--- src/rtl/ahb_pkg.sv ---
`default_nettype none
// ============================================================================
// Module   : ahb_pkg
// Purpose  : Shared AHB-Lite encodings for the core-to-AHB master bridge:
//            HTRANS/HBURST/HSIZE values, the bridge state encoding and the
//            alignment predicate used when AHB_MST_ALIGN_CHK_EN is defined.
// Ports    : none (package)
// Revision : 1.0 - initial release
// ============================================================================
package ahb_pkg;

  localparam logic [1:0] HTRANS_IDLE   = 2'b00;
  localparam logic [1:0] HTRANS_NONSEQ = 2'b10;

  localparam logic [2:0] HBURST_SINGLE = 3'b000;

  localparam logic [2:0] HSIZE_BYTE = 3'b000;
  localparam logic [2:0] HSIZE_HALF = 3'b001;
  localparam logic [2:0] HSIZE_WORD = 3'b010;

  typedef enum logic [1:0] {
    ST_IDLE = 2'd0,
    ST_ADDR = 2'd1,
    ST_DATA = 2'd2,
    ST_RSP  = 2'd3
  } state_t;

  // True for a request that must not reach the bus: halfword on an odd
  // address, word not on a 4-byte boundary, or the reserved size 3.
  function automatic logic is_misaligned(input logic [1:0] size,
                                         input logic [1:0] addr_lo);
    logic bad;
    case ({1'b0, size})
      HSIZE_BYTE: bad = 1'b0;
      HSIZE_HALF: bad = addr_lo[0];
      HSIZE_WORD: bad = (addr_lo != 2'b00);
      default:    bad = 1'b1;
    endcase
    return bad;
  endfunction

endpackage
`default_nettype wire

--- src/rtl/ahb_mst_lane.sv ---
`default_nettype none
// ============================================================================
// Module   : ahb_mst_lane
// Purpose  : Combinational byte-lane steering for the AHB master bridge.
//            Write side replicates right-aligned data across all lanes;
//            read side shifts the addressed lane down and zero-extends.
// Ports    : hsize      - transfer size (AHB encoding)
//            addr_lo    - low two address bits of the transfer
//            wdata      - right-aligned core write data
//            hrdata     - raw AHB read bus
//            hwdata_rep - lane-replicated write data for the bus
//            rdata_ext  - right-aligned, zero-extended read data
// Revision : 1.0 - initial release
// ============================================================================
module ahb_mst_lane
  import ahb_pkg::*;
#(
  parameter int DWIDTH = 32
) (
  input  logic [2:0]        hsize,
  input  logic [1:0]        addr_lo,
  input  logic [DWIDTH-1:0] wdata,
  input  logic [DWIDTH-1:0] hrdata,
  output logic [DWIDTH-1:0] hwdata_rep,
  output logic [DWIDTH-1:0] rdata_ext
);

  logic [DWIDTH-1:0] w_shifted;

  always_comb begin
    w_shifted = hrdata >> {addr_lo, 3'b000};
    case (hsize)
      HSIZE_BYTE: begin
        hwdata_rep = {(DWIDTH/8){wdata[7:0]}};
        rdata_ext  = {{(DWIDTH-8){1'b0}}, w_shifted[7:0]};
      end
      HSIZE_HALF: begin
        hwdata_rep = {(DWIDTH/16){wdata[15:0]}};
        rdata_ext  = {{(DWIDTH-16){1'b0}}, w_shifted[15:0]};
      end
      default: begin
        // Word, and the reserved size 3 when it is let through unchecked.
        hwdata_rep = wdata;
        rdata_ext  = w_shifted;
      end
    endcase
  end

endmodule
`default_nettype wire

--- src/rtl/ahb_master_bridge.sv ---
`default_nettype none
// ============================================================================
// Module   : ahb_master_bridge
// Purpose  : Single-outstanding core request to AHB-Lite master bridge.
//            IDLE accepts a request, ADDR drives the NONSEQ address phase,
//            DATA waits for hready, RSP returns a one-cycle response.
//            All outputs are registered.
// Config   : AHB_MST_ALIGN_CHK_EN - when defined, misaligned or size=3
//            requests are answered with an error and never reach the bus.
// Ports    : hclk, hreset                       - clock, sync active-high reset
//            req_i/we_i/size_i/addr_i/wdata_i   - core request
//            gnt_o/rvalid_o/rdata_o/err_o       - core handshake and response
//            haddr_o/htrans_o/hwrite_o/hsize_o/hburst_o/hwdata_o - AHB master
//            hready_i/hresp_i/hrdata_i          - AHB slave response
// Revision : 1.0 - initial release
// ============================================================================
module ahb_master_bridge
  import ahb_pkg::*;
#(
  parameter int AWIDTH = 32,
  parameter int DWIDTH = 32
) (
  input  logic              hclk,
  input  logic              hreset,
  input  logic              req_i,
  input  logic              we_i,
  input  logic [1:0]        size_i,
  input  logic [AWIDTH-1:0] addr_i,
  input  logic [DWIDTH-1:0] wdata_i,
  output logic              gnt_o,
  output logic              rvalid_o,
  output logic [DWIDTH-1:0] rdata_o,
  output logic              err_o,
  output logic [AWIDTH-1:0] haddr_o,
  output logic [1:0]        htrans_o,
  output logic              hwrite_o,
  output logic [2:0]        hsize_o,
  output logic [2:0]        hburst_o,
  output logic [DWIDTH-1:0] hwdata_o,
  input  logic              hready_i,
  input  logic              hresp_i,
  input  logic [DWIDTH-1:0] hrdata_i
);

  state_t            r_state;
  logic              r_gnt;
  logic [1:0]        r_htrans;
  logic              r_rvalid;
  logic              r_err;
  logic [DWIDTH-1:0] r_rdata;
  logic [DWIDTH-1:0] r_hwdata;
  logic              r_we;
  logic [1:0]        r_size;
  logic [AWIDTH-1:0] r_addr;
  logic [DWIDTH-1:0] r_wdata;

  logic              w_misaligned;
  logic [DWIDTH-1:0] w_wdata_rep;
  logic [DWIDTH-1:0] w_rdata_ext;

`ifdef AHB_MST_ALIGN_CHK_EN
  assign w_misaligned = is_misaligned(size_i, addr_i[1:0]);
`else
  assign w_misaligned = 1'b0;
`endif

  ahb_mst_lane #(
    .DWIDTH (DWIDTH)
  ) u_lane (
    .hsize      ({1'b0, r_size}),
    .addr_lo    (r_addr[1:0]),
    .wdata      (r_wdata),
    .hrdata     (hrdata_i),
    .hwdata_rep (w_wdata_rep),
    .rdata_ext  (w_rdata_ext)
  );

  always_ff @(posedge hclk) begin
    if (hreset) begin
      r_state  <= ST_IDLE;
      r_gnt    <= 1'b0;
      r_htrans <= HTRANS_IDLE;
      r_rvalid <= 1'b0;
      r_err    <= 1'b0;
      r_rdata  <= '0;
      r_hwdata <= '0;
      r_we     <= 1'b0;
      r_size   <= 2'b00;
      r_addr   <= '0;
      r_wdata  <= '0;
    end else begin
      case (r_state)
        ST_IDLE: begin
          if (req_i && r_gnt) begin
            r_we    <= we_i;
            r_size  <= size_i;
            r_addr  <= addr_i;
            r_wdata <= wdata_i;
            r_gnt   <= 1'b0;
            if (w_misaligned) begin
              // Rejected locally: answer next cycle, bus stays IDLE.
              r_state  <= ST_RSP;
              r_rvalid <= 1'b1;
              r_err    <= 1'b1;
              r_rdata  <= '0;
            end else begin
              r_state  <= ST_ADDR;
              r_htrans <= HTRANS_NONSEQ;
            end
          end else begin
            // Also raises gnt on the first cycle after reset release.
            r_gnt <= 1'b1;
          end
        end
        ST_ADDR: begin
          if (hready_i) begin
            r_state  <= ST_DATA;
            r_htrans <= HTRANS_IDLE;
            r_hwdata <= w_wdata_rep;
          end
        end
        ST_DATA: begin
          // First ERROR cycle (hready low) just waits; the error is taken
          // from hresp on the completing cycle.
          if (hready_i) begin
            r_state  <= ST_RSP;
            r_rvalid <= 1'b1;
            r_err    <= hresp_i;
            r_rdata  <= (r_we || hresp_i) ? '0 : w_rdata_ext;
          end
        end
        ST_RSP: begin
          r_state  <= ST_IDLE;
          r_rvalid <= 1'b0;
          r_err    <= 1'b0;
          r_rdata  <= '0;
          r_gnt    <= 1'b1;
        end
        default: begin
          r_state <= ST_IDLE;
        end
      endcase
    end
  end

  assign gnt_o    = r_gnt;
  assign rvalid_o = r_rvalid;
  assign rdata_o  = r_rdata;
  assign err_o    = r_err;
  assign haddr_o  = r_addr;
  assign htrans_o = r_htrans;
  assign hwrite_o = r_we;
  assign hsize_o  = {1'b0, r_size};
  assign hburst_o = HBURST_SINGLE;
  assign hwdata_o = r_hwdata;

endmodule
`default_nettype wire

--- config.mk ---
export PLATFORM = sky130hd
export DESIGN_NAME = ahb_master_bridge
export DESIGN_NICKNAME = d
export VERILOG_FILES = /design/src/rtl/ahb_pkg.sv /design/src/rtl/ahb_mst_lane.sv /design/src/rtl/ahb_master_bridge.sv
export SDC_FILE = /design/constraint.sdc
export NUM_CORES = 1
export LEC_CHECK = 0
export BUFFER_PORTS_ARGS = -buffer_cell sky130_fd_sc_hd__buf_4
export CORE_UTILIZATION = 49
export CTS_CLUSTER_SIZE = 12
export DETAILED_ROUTE_END_ITERATION = 16
export HOLD_SLACK_MARGIN = 0.02
export PLACE_DENSITY = 0.83
export RECOVER_POWER = 100
export SETUP_SLACK_MARGIN = 0.05
export SLEW_MARGIN = 5
export SYNTH_ARGS = -nofsm -noshare
export SYNTH_HDL_FRONTEND = slang
export SYNTH_SLANG_ARGS = --single-unit
--- constraint.sdc ---
create_clock -name hclk -period 2.1 [get_ports hclk]
set_input_delay 0.42 -clock hclk [delete_from_list [all_inputs] [get_ports hclk]]
set_output_delay 0.42 -clock hclk [all_outputs]
set_load 0.01 [all_outputs]
Word-level counts from Yosys, hierarchy flattened
Index checks and enable logic that the tools add are counted.
W data, S select, Z words.
{"block": "word_totals", "register_bits": 138}
{"block": "classes", "eq_ne": 7, "shifts": 1, "mux": 18, "reduce_logical": 12}
{"operator": "$pmux W32 S2", "count": 3}
{"operator": "$mux W32", "count": 2}
{"operator": "$shr A32 B5 Y32", "count": 1}
{"operator": "$mux W2", "count": 5}
{"operator": "$pmux W2 S4", "count": 1}
{"operator": "$ne A2 B2 Y1 const B", "count": 3}
{"operator": "$pmux W1 S2", "count": 3}
{"operator": "$reduce_and A2 Y1", "count": 3}
{"operator": "$reduce_and A3 Y1", "count": 2}
{"operator": "$reduce_bool A2 Y1", "count": 3}
{"operator": "$eq A2 B1 Y1 const B", "count": 2}
{"operator": "$eq A2 B2 Y1 const B", "count": 2}
{"operator": "$pmux W2 S2", "count": 1}
{"operator": "$logic_not A3 Y1", "count": 1}
{"operator": "$mux W1", "count": 3}
{"operator": "$logic_not A2 Y1", "count": 1}
{"operator": "$logic_and A1 B1 Y1", "count": 1}
{"operator": "$logic_or A1 B1 Y1", "count": 1}

Longest topological paths before layout
Gate-level depths: netlist (run 1).
{"block": "depth", "word_depth": 5, "mapped_depth": 8, "mapped_depth_nobuf": 5}

By module
A second synthesis (run 1) with hierarchy kept.
{"block": "unflattened", "hier_cells": 733, "hier_area_um2": 6064.6}
{"mod": "ahb_master_bridge", "n_inst": 1, "cells_per_inst": 588, "area_per_inst_um2": 5017.3, "seq_area_each_um2": 2742.6}
{"mod": "ahb_mst_lane", "n_inst": 1, "cells_per_inst": 145, "area_per_inst_um2": 1047.3, "seq_area_each_um2": 0.0}

Worst setup path after synthesis (run 1)
OpenSTA, ideal clock, no wires.
{"block": "synth_path", "path_kind": "register to register", "startpoint": "register r_state[0]", "endpoint": "register r_rdata[0], in the netlist rdata_o[0]", "setup_ns": 0.117, "t_arrival_ns": 1.379, "required_time_ns": 1.983, "slack_ns": 0.603, "path_stages_with_launch": 8, "period_less_slack_ns": 1.497, "path_cell_list": "dfxtp_1 > inv_1 > ha_1 > mux2i_1 > nor2b_1 > buf_6 > buf_4 > a32o_1"}
{"block": "synth_via", "elab_chain_cells": 3}
{"item": "start, declared", "line": "ahb_master_bridge.sv:45", "source": "state_t r_state;"}
{"item": "start signal, assigned", "line": "ahb_master_bridge.sv:80", "source": "r_state <= ST_IDLE;"}
{"item": "start signal, assigned", "line": "ahb_master_bridge.sv:102", "source": "r_state <= ST_RSP;"}
{"item": "start signal, assigned", "line": "ahb_master_bridge.sv:107", "source": "r_state <= ST_ADDR;"}
{"item": "$eq A2 B2 Y1", "line": "ahb_master_bridge.sv:92", "source": "case (r_state)"}
{"item": "$ne A2 B2 Y1 (no source line) or $reduce_bool A2 Y1 (tied branches)"}
{"item": "$reduce_and A2 Y1 (no source line)"}
{"item": "end signal, assigned", "line": "ahb_master_bridge.sv:129", "source": "r_rdata <= (r_we || hresp_i) ? '0 : w_rdata_ext;"}
{"item": "end, declared", "line": "ahb_master_bridge.sv:50", "source": "logic [DWIDTH-1:0] r_rdata;"}
Parallel ways exist; a longest one is shown, timed or not.
A chain may end at the register's enable or synchronous reset.

Worst setup path after layout (run 1)
{"block": "layout_path", "startpoint": "register r_addr[0], in the netlist haddr_o[0]", "endpoint": "output haddr_o[0]"}
{"item": "start, declared", "line": "ahb_master_bridge.sv:54", "source": "logic [AWIDTH-1:0] r_addr;"}
{"item": "start signal, assigned", "line": "ahb_master_bridge.sv:97", "source": "r_addr <= addr_i;"}
{"item": "end, declared", "line": "ahb_master_bridge.sv:34", "source": "output logic [AWIDTH-1:0] haddr_o,"}
No word-level cell between the ends.

==> results of run 1 <==
-- final cells by class --
type / instances / area share
sequential: 137 / 0.3706
multi-input combinational: 436 / 0.3378
timing repair buffer: 224 / 0.1784
clock buffer: 19 / 0.06121
clock inverter: 12 / 0.02672
tap: 140 / 0.02367
inverter: 3 / 0.001522
-- sequential cells by signal, indices dropped and copies added (netlist names) --
| name | flops |
|---|---|
| err_o | 1 |
| gnt_o | 1 |
| haddr_o | 32 |
| htrans_o | 1 |
| hwdata_o | 32 |
| hwrite_o | 1 |
| r_size | 2 |
| r_state | 2 |
| r_wdata | 32 |
| rdata_o | 32 |
| rvalid_o | 1 |
-- worst reg2reg max path: stages (launching register included) --
cell and delay [ns]:
dfxtp_1 0.38, inv_1 0.08, ha_1 0.24, nand3_1 0.12, clkbuf_4 0.52, a21oi_1 0.17
o21ba_2 0.22
-- cell families (layout without fill, tap and decap cells) --
| group | Yosys count | count (layout) | synth area share |
|---|---|---|---|
| and+or+nand+nor | 243 | 243 | 0.1949 |
| other | 1 | 5 | 0.0006715 |
| muxes | 25 | 25 | 0.04481 |
| adders and majority gates | 4 | 4 | 0.008963 |
| DFF | 137 | 137 | 0.4911 |
| AOI/OAI and AO/OA | 159 | 159 | 0.1976 |
| buffers and inverters | 61 | 258 | 0.06184 |
-- cell usage in the layout (no fill, tap or decap), types with 4 or more instances in the layout --
| master | instances |
|---|---|
| a21oi_1 | 79 |
| mux2i_1 | 25 |
| bufinv_16 | 5 |
| buf_4 | 116 |
| a211oi_1 | 16 |
| ha_1 | 4 |
| a211o_1 | 8 |
| nand2_1 | 159 |
| o2bb2ai_1 | 16 |
| a22o_1 | 16 |
| nor2b_1 | 6 |
| nor3_1 | 17 |
| and2b_1 | 6 |
| nor2_1 | 26 |
| clkbuf_1 | 101 |
| a32o_1 | 8 |
| conb_1 | 5 |
| a2111oi_0 | 7 |
| dfxtp_1 | 137 |
| clkbuf_16 | 17 |
| nor3b_1 | 8 |
| and3b_1 | 9 |
-- layer usage --
layer	GRT usage	part of all wire
met5	0	0
met4	0.1274	0.024
met3	0.07292	0.069
met2	0.4480	0.49
met1	0.3231	0.42
-- through the flow --
stage                     hold slack, ns  cells
after floorplan                   0.4338    634
after global placement            0.4433    940
after detailed placement          0.4477    940
after CTS                         0.2208    971
after global routing              0.2271    971
final                             0.2360    971
-- cells in the mapped netlist (all sizes together) --
cell type | n | area share
o21ba | 2 | 0.0036
and3 | 2 | 0.0031
a211o | 8 | 0.013
and2b | 6 | 0.0081
a21o | 1 | 0.0013
or2 | 1 | 0.0011
a2111oi | 8 | 0.016
a21boi | 1 | 0.0013
and4b | 1 | 0.0018
nor3 | 18 | 0.017
dfxtp | 137 | 0.49
nand2b | 1 | 0.0011
a22o | 16 | 0.025
a311oi | 1 | 0.0016
inv | 3 | 0.0020
nor2 | 26 | 0.017
o21bai | 1 | 0.0013
ha | 4 | 0.0090
mux2i | 25 | 0.045
a21bo | 1 | 0.0018
a32o | 8 | 0.014
nand2 | 159 | 0.11
a21oi | 79 | 0.071
buf | 41 | 0.048
nand3 | 3 | 0.0027
and3b | 9 | 0.014
nor4bb | 1 | 0.0018
a22oi | 1 | 0.0013
o2bb2ai | 16 | 0.025
and2 | 2 | 0.0022
clkbuf | 17 | 0.011
conb | 1 | 0.00067
nor3b | 8 | 0.011
a211oi | 16 | 0.022
nor2b | 6 | 0.0067
-- final timing paths --
path / slack [ns] / start / depth (start not counted) / end
setup / recovery: 0.19 / haddr_o[0] / 2 / haddr_o[0]
hold / removal: 0.24 / hrdata_i[24] / 2 / rdata_o[24]
setup reg to reg: 0.26 / r_state[0] / 6 / htrans_o[1]
hold reg to reg: 0.45 / haddr_o[8] / 2 / haddr_o[8]
-- where the power goes --
group	total (uW)	leakage (uW)	switching (uW)	internal (uW)
logic	2170	0.00142	1320	852
registers	3240	0.00111	272	2970
clock network	3270	0.000315	1110	2160
==> run metrics, run 1 <==
Slew Limit Headroom 0.4871; clock buffer depth 2; Multi-input gate area 2500 sq um; Hold Fails Final Rpt 0; number of fillers in the final layout 939; fin area 7400 sq um; initial drt markers 447; Die X around 110 um; status completed; Remaining DRCs 0; clock root cell clkbuf_16; CP Data Required Time 1.68 ns; dpl cell area 7168 sq um; CP endpoint kind output pin; PD cells 1174 nW/um^2; crit start category flip-flop; antenna viol nets, final 0; port buffer count 206; Finished Core Util 0.6737; Pleak 0.002849 uW; drt total wl 15.95 mm; critical path type flip-flop to output pin; MaxCap Viol Count 0; peak supply drop 0.7041 mV; cell area after synthesis 5584 sq um; Final Critical Period 1.905 ns; Core Region 10,980 sq um; CP max stage cell dfxtp_1; post-CTS setup buffers 0; Final HPWL DP ~11 mm; setup ws final just under 0.2 ns; Placer Congestion 0.8693; Hold-fix buffers, CTS 0; max-slew violation count 0; Post-CTS Resized 0; delay-heaviest family, CP buffers and inverters; Worst-path clk slew 0.06 ns; Syn. warnings 0; largest net degree at the start of global routing 76; Vias 5,309; Max Clock Skew 0.006696 ns; Sink Count 137; register area 2743 sq um; WL/cell 16.43 um; pre-CTS setup slack 0.3945 ns; GRT overflow 0; Pre-antenna DRT Iters 7; syn avg cell area 8.864 sq um; die height 108.8 um; f_max 524.9 MHz; CP bufs+invs 2; sequential area share after synthesis 0.4911; setup TNS 0 ns; fin crit share 0.9072; first-pass GRT wire length 24.39 mm; DIE AREA 11,830 sq um; Final nets 927; Yosys cell types 41; synth-to-layout area growth 32.51%; n_diodes 0; crit-path cells clkbuf_2 -> buf_4; vias in the first global route 5,123; H-tree levels 4; RSZ-0062 raised after global routing false; initial antenna violation count 0; CP peak stage delay 0.53 ns; routed vias/inst 5.468; Slew @ Worst Pin 0.7694 ns; I/O pin cnt 212; Starting Density 0.5084; worst min path class input port to flip-flop; total CTS buffers 17; crit-path max FO 13; Total GRT Usage 0.2697; setup violators final 0; worst skew pair latency between 0.4 and 0.5 ns; Cells after Synth between 600 and 700; total chip power 8685 uW; Seq cells post-synth 137; TritonCTS clock tree yes; layout cells sized above 1 0.1937; Core Rows 38; Critical Path AT 1.49 ns
Note: power is estimated with default switching activity, not from simulation.
==> inputs of run 2 (changes only) <==
--- a/config.mk
+++ b/config.mk
@@ -6,7 +6,9 @@
 export NUM_CORES = 1
 export LEC_CHECK = 0
 export BUFFER_PORTS_ARGS = -buffer_cell sky130_fd_sc_hd__buf_4
-export CORE_UTILIZATION = 49
+export CELL_PAD_IN_SITES_DETAIL_PLACEMENT = 0
+export CELL_PAD_IN_SITES_GLOBAL_PLACEMENT = 2
+export CORE_UTILIZATION = 28
 export CTS_CLUSTER_SIZE = 12
 export DETAILED_ROUTE_END_ITERATION = 16
 export HOLD_SLACK_MARGIN = 0.02
==> run metrics, run 2 (synthesized netlist as in run 1, its figures left out) <==
Core Rows 51 (+34%); CP Data Required Time 1.68 ns (about the same); hold_sp hrdata_i[31]; CP endpoint kind output pin; most frequent cells in the layout nand2_1 (159), dfxtp_1 (137), buf_4 (112); Psw 2722 uW (+0.72%); Max Clock Skew 0.01632 ns (+0.009623 ns); crit-path max FO 27 (+14); Core Region 19,530 sq um (+78%); clock power share 0.380 (+0.003); MaxCap Viol Count 0 (unchanged); Vias 5,049 (-4.9%); RSZ-0062 raised after global routing false; fin area 7546 sq um (+2.0%); worst skew pair latency 0.43 ns (about the same); critical path launch point haddr_o[1]; TritonCTS clock tree yes; initial antenna violation count 0 (unchanged); Starting Density 0.2860 (-0.2225); crit start category flip-flop; Final nets 923 (-0.43%); RR Startpoint r_size[0]; port buffer count 206 (unchanged); switching share of power 0.3126 (+0.001395); routed vias/inst 4.619 (-16%); Critical Path AT 1.50 ns (about the same); setup ws final 0.1821 ns (-0.01277 ns); status completed; post-CTS setup buffers 0 (unchanged); part of the power in registers 0.373 (about the same); Final HPWL DP 11.97 mm (+7.7%); DIE AREA 20,510 sq um (+73%); combinational power share 0.247 (-0.003); WL/cell 15.70 um (-4.4%); layout cells sized above 1 0.1884 (-0.005337); Pleak 0.002846 uW (about the same); max-slew violation count 0 (unchanged); initial drt markers 222 (-50%); fin crit share 0.9133 (+0.006083); die height 143.2 um (+32%); worst min path class input port to flip-flop; setup TNS 0 ns (unchanged); Worst-path clk slew 0.06 ns (about the same); drt total wl 17.16 mm (+7.6%); clock buffer depth 2 (unchanged); n_diodes 0 (unchanged); Total GRT Usage 0.1711 (-0.09854); f_max 521.4 MHz (-0.67%); peak supply drop 0.6884 mV (-2.2%); H-tree levels 4 (unchanged); Pre-antenna DRT Iters 4 (-3); cell-internal power 5987 uW (about the same); first-pass GRT wire length 26.39 mm (+8.2%); Post-CTS Resized 0 (unchanged); clock root cell clkbuf_16; Die X 143.2 um (+32%); Slew Limit Headroom 0.5271 (+0.04007); setup violators final 0 (unchanged); commonest non-fill, non-tap cell in the layout nand2_1; antenna viol nets, final 0 (unchanged); pre-CTS setup slack 0.3633 ns (-0.03120 ns); Slew @ Worst Pin 0.7079 ns (-0.06156 ns); synth-to-layout area growth 35.13%; PD cells 1154 nW/um^2 (-1.7%); critical path type flip-flop to output pin; Placer Congestion 0.7407 (-15%); Hold Fails Final Rpt 0 (unchanged); Sink Count 137 (unchanged); total CTS buffers 17 (unchanged); Hold-fix buffers, CTS 0 (unchanged); GRT overflow 0 (unchanged); vias in the first global route 4,914 (-4.1%); I/O pin cnt 212 (unchanged); dpl cell area 7307 sq um (+1.9%); largest net degree at the start of global routing 66 (-13%); Final Critical Period 1.918 ns (+0.01277 ns); Remaining DRCs 0 (unchanged)
[run 2: per-stage QoR]
stage               instances  hold WS, ns  power (uW)  utilization
global route             1093       0.2122        9228       0.3865
global placement         1061       0.4426        5719       0.3742
detailed placement       1061       0.4469        5712       0.3742
finish                   1093       0.2282        8709       0.3865
CTS                      1093       0.2096        9059       0.4076
floorplan                 634       0.4338        4727            -
[run 2: cell type report]
class | instances | area, sq um
repair buffers | 220 | 1316
fillers | 2138 | 11980
flip-flops and latches | 137 | 2743
multi-input cells | 436 | 2492
clock inverters | 12 | 195.2
well taps | 265 | 331.6
clock buffers | 20 | 456.7
inverters | 3 | 11.26
[run 2: path summary, 6_finish.rpt]
check	to	slack [ns]	cells past startpoint
worst max-delay path	haddr_o[1]	0.18	2
worst min-delay path	rdata_o[31]	0.23	2
worst max register to register	rdata_o[8]	0.22	3
worst min register to register	haddr_o[13]	0.45	2
[run 2: power groups by stage]
stage	sequential [uW]	combinational, uW	clock (uW)
final	3250	2150	3310
after global routing	3300	2420	3510
after floorplan	3330	1390	0
after detailed placement	3310	2400	0
after global placement	3310	2410	0
after CTS	3260	2410	3390
[run 2: critical path: stages, from the launching register on]
cell and delay, ns:
dfxtp_1 0.32, clkbuf_2 0.52, buf_4 0.23
[run 2: routing by layer]
metal / vias to the layer above / part of all wire / track usage
met2: 160 / 0.44 / 0.2624
met3: 20 / 0.082 / 0.06372
met5: - / 0 / 0
met1: 2311 / 0.46 / 0.2167
li1: 2558 / - / -
met4: 0 / 0.016 / 0.06607
==> inputs of run 3 (changes only) <==
--- a/config.mk
+++ b/config.mk
@@ -8,11 +8,11 @@
 export BUFFER_PORTS_ARGS = -buffer_cell sky130_fd_sc_hd__buf_4
 export CELL_PAD_IN_SITES_DETAIL_PLACEMENT = 0
 export CELL_PAD_IN_SITES_GLOBAL_PLACEMENT = 2
-export CORE_UTILIZATION = 28
+export CORE_UTILIZATION = 25
 export CTS_CLUSTER_SIZE = 12
 export DETAILED_ROUTE_END_ITERATION = 16
 export HOLD_SLACK_MARGIN = 0.02
-export PLACE_DENSITY = 0.83
+export PLACE_DENSITY = 0.79
 export RECOVER_POWER = 100
 export SETUP_SLACK_MARGIN = 0.05
 export SLEW_MARGIN = 5
==> constraint.sdc (replaced) <==
create_clock -name hclk -period 1.55 [get_ports hclk]
set_input_delay 0.31 -clock hclk [delete_from_list [all_inputs] [get_ports hclk]]
set_output_delay 0.31 -clock hclk [all_outputs]
set_load 0.01 [all_outputs]
==> run metrics, run 3 (synthesized netlist as in run 1, its figures left out) <==
first-pass GRT wire length 27.45 mm (+4.0%); synth-to-layout area growth 48.53%; fin crit share 0.9576; Sink Count 137 (unchanged); WL/cell 16.96 um (+8.0%); reg2reg path depth 7 (+4); hold endpoint rdata_o[26]; crit-path max FO 8 (-70%); Remaining DRCs 0 (unchanged); setup TNS 0 ns (unchanged); Vias 5,288 (+4.7%); f_max 673.7 MHz; initial drt markers 311 (+40%); Core Rows 54 (+5.9%); pre-CTS setup slack -0.01499 ns (-0.3782 ns); most frequent cells in the layout nand2_1 (158), buf_4 (136), dfxtp_1 (131); number of fillers in the final layout 2,364 (+11%); vias in the first global route 4,968 (+1.1%); die height 151.5 um (+5.7%); DIE AREA 22,940 sq um (+12%); Starting Density 0.2551 (-0.03089); Reg2Reg Capture Point rdata_o[13]; Pre-antenna DRT Iters 4 (unchanged); total CTS buffers 17 (unchanged); clock buffer depth 2 (unchanged); antenna viol nets, final 0 (unchanged); CP bufs+invs 3 (+1); Hold Slack 0.1257 ns (-0.1025 ns); crit-path cells inv_4 -> ha_4 -> mux2i_2 -> nor2b_4 -> buf_6 -> clkbuf_16 -> a22o_1; Core Region 21,890 sq um (+12%); CP Data Required Time 1.91 ns (+0.23 ns); CP endpoint kind flip-flop; drt total wl 19.45 mm (+13%); setup ws final 0.06569 ns (-0.1164 ns); Die X 151.5 um (+5.7%); Final nets 962 (+4.2%); Pleak 0.003176 uW (+12%); TritonCTS clock tree yes; CP max stage cell dfxtp_4; delay-heaviest family, CP flip-flops; RR Startpoint r_state[0]; Hold Fails Final Rpt 0 (unchanged); critical path type flip-flop to flip-flop; dpl cell area 7548 sq um (+3.3%); Final Critical Period 1.484 ns; H-tree levels 4 (unchanged); CP peak stage delay 0.37 ns (-0.15 ns); Placer Congestion 0.7549 (+1.9%); Worst-path clk slew 0.06 ns (about the same); Hold Path Depth 2 (unchanged); max-slew violation count 0 (unchanged); layout cells sized above 1 0.2699 (+0.08149); Total GRT Usage 0.1583 (-0.01284); MaxCap Viol Count 0 (unchanged); Critical Path AT 1.84 ns (+0.34 ns); fin area 8294 sq um (+9.9%); I/O pin cnt 212 (unchanged); Max Clock Skew 0.008818 ns (-0.007501 ns); setup violators final 0 (unchanged); initial antenna violation count 0 (unchanged); clock root cell clkbuf_16; status completed; Final HPWL DP 12.67 mm (+5.8%); GRT overflow 0 (unchanged); hold_sp hrdata_i[26]; port buffer count 206 (unchanged); worst skew pair latency 0.41 ns (-0.02 ns); routed vias/inst 4.610 (-0.20%); PD cells 1539 nW/um^2 (+33%); Hold-fix buffers, CTS 0 (unchanged); R2R setup slack 0.07 ns (-0.15 ns); RSZ-0062 raised after global routing true; commonest non-fill, non-tap cell in the layout nand2_1; peak supply drop 0.6623 mV (-3.8%); worst min path class input port to flip-flop; largest net degree at the start of global routing 67 (+1.5%); crit start category flip-flop; n_diodes 0 (unchanged)
-- run 3: cell types whose count changed in the layout (fill, tap and decap cells not counted), sizes merged --
| cell | delta |
|---|---|
| buf | +38 |
| inv | +2 |
| bufinv | -1 |
-- run 3: worst max path at each step --
| stage | start | to | slack (ns) | depth (start not counted) |
|---|---|---|---|---|
| after floorplan | r_state[0] | rdata_o[0] | 0.05 | 7 |
| after global placement | r_state[1] | r_wdata[0] | -0.009 | 7 |
| after detailed placement | r_state[0] | rdata_o[6] | -0.01 | 5 |
| after CTS | r_state[0] | rdata_o[8] | 0.02 | 6 |
| after global routing | r_state[1] | hwdata_o[26] | -0.03 | 6 |
| final | r_state[0] | rdata_o[13] | 0.07 | 7 |
-- run 3: metal layers --
layer	global-route usage	vias to the layer above	routed length, um
li1	-	2634	-
met1	0.2082	2472	8808
met2	0.2505	171	9093
met3	0.04910	11	1337
met4	0.03850	0	211
met5	0	-	0
-- run 3: worst reg2reg max path, stage by stage, from the launching register on --
cell       delay [ns]
dfxtp_4          0.37
inv_4            0.08
ha_4             0.15
mux2i_2          0.22
nor2b_4          0.22
buf_6            0.14
clkbuf_16        0.15
a22o_1           0.13
-- run 3: where the power goes --
| part | total, uW | leakage (uW) | internal (uW) | switching, uW |
|---|---|---|---|---|
| sequential | 4420 | 0.00111 | 4040 | 377 |
| combinational | 3960 | 0.00175 | 1840 | 2120 |
| clock | 4390 | 0.000308 | 2760 | 1630 |
-- run 3: metrics by stage --
step | power (uW) | utilization | cells
finish | 12760 | 0.3789 | 1147
global route | 13480 | 0.3789 | 1147
CTS | 12590 | 0.3785 | 1138
detailed placement | 8017 | 0.3448 | 1099
global placement | 8015 | 0.3448 | 1099
floorplan | 6404 | - | 634
-- run 3: layout make-up --
cell class | count | area (sq um) | share of cell area
clock buffers | 19 | 442.9 | 0.05340
clock inverters | 13 | 190.2 | 0.02293
inverters | 3 | 13.76 | 0.001659
multi-input cells | 436 | 2671 | 0.3221
flip-flops and latches | 137 | 2755 | 0.3322
well taps | 280 | 350.3 | 0.04224
repair buffers | 259 | 1871 | 0.2255
-- run 3: timing repair --
item	CTS	global route
buffers inserted	6	2
cloned	1	7
pin swaps	1	18
endpoints found under the setup margin	44	123
gates resized for setup	12	46
hold endpoints to repair	0	0
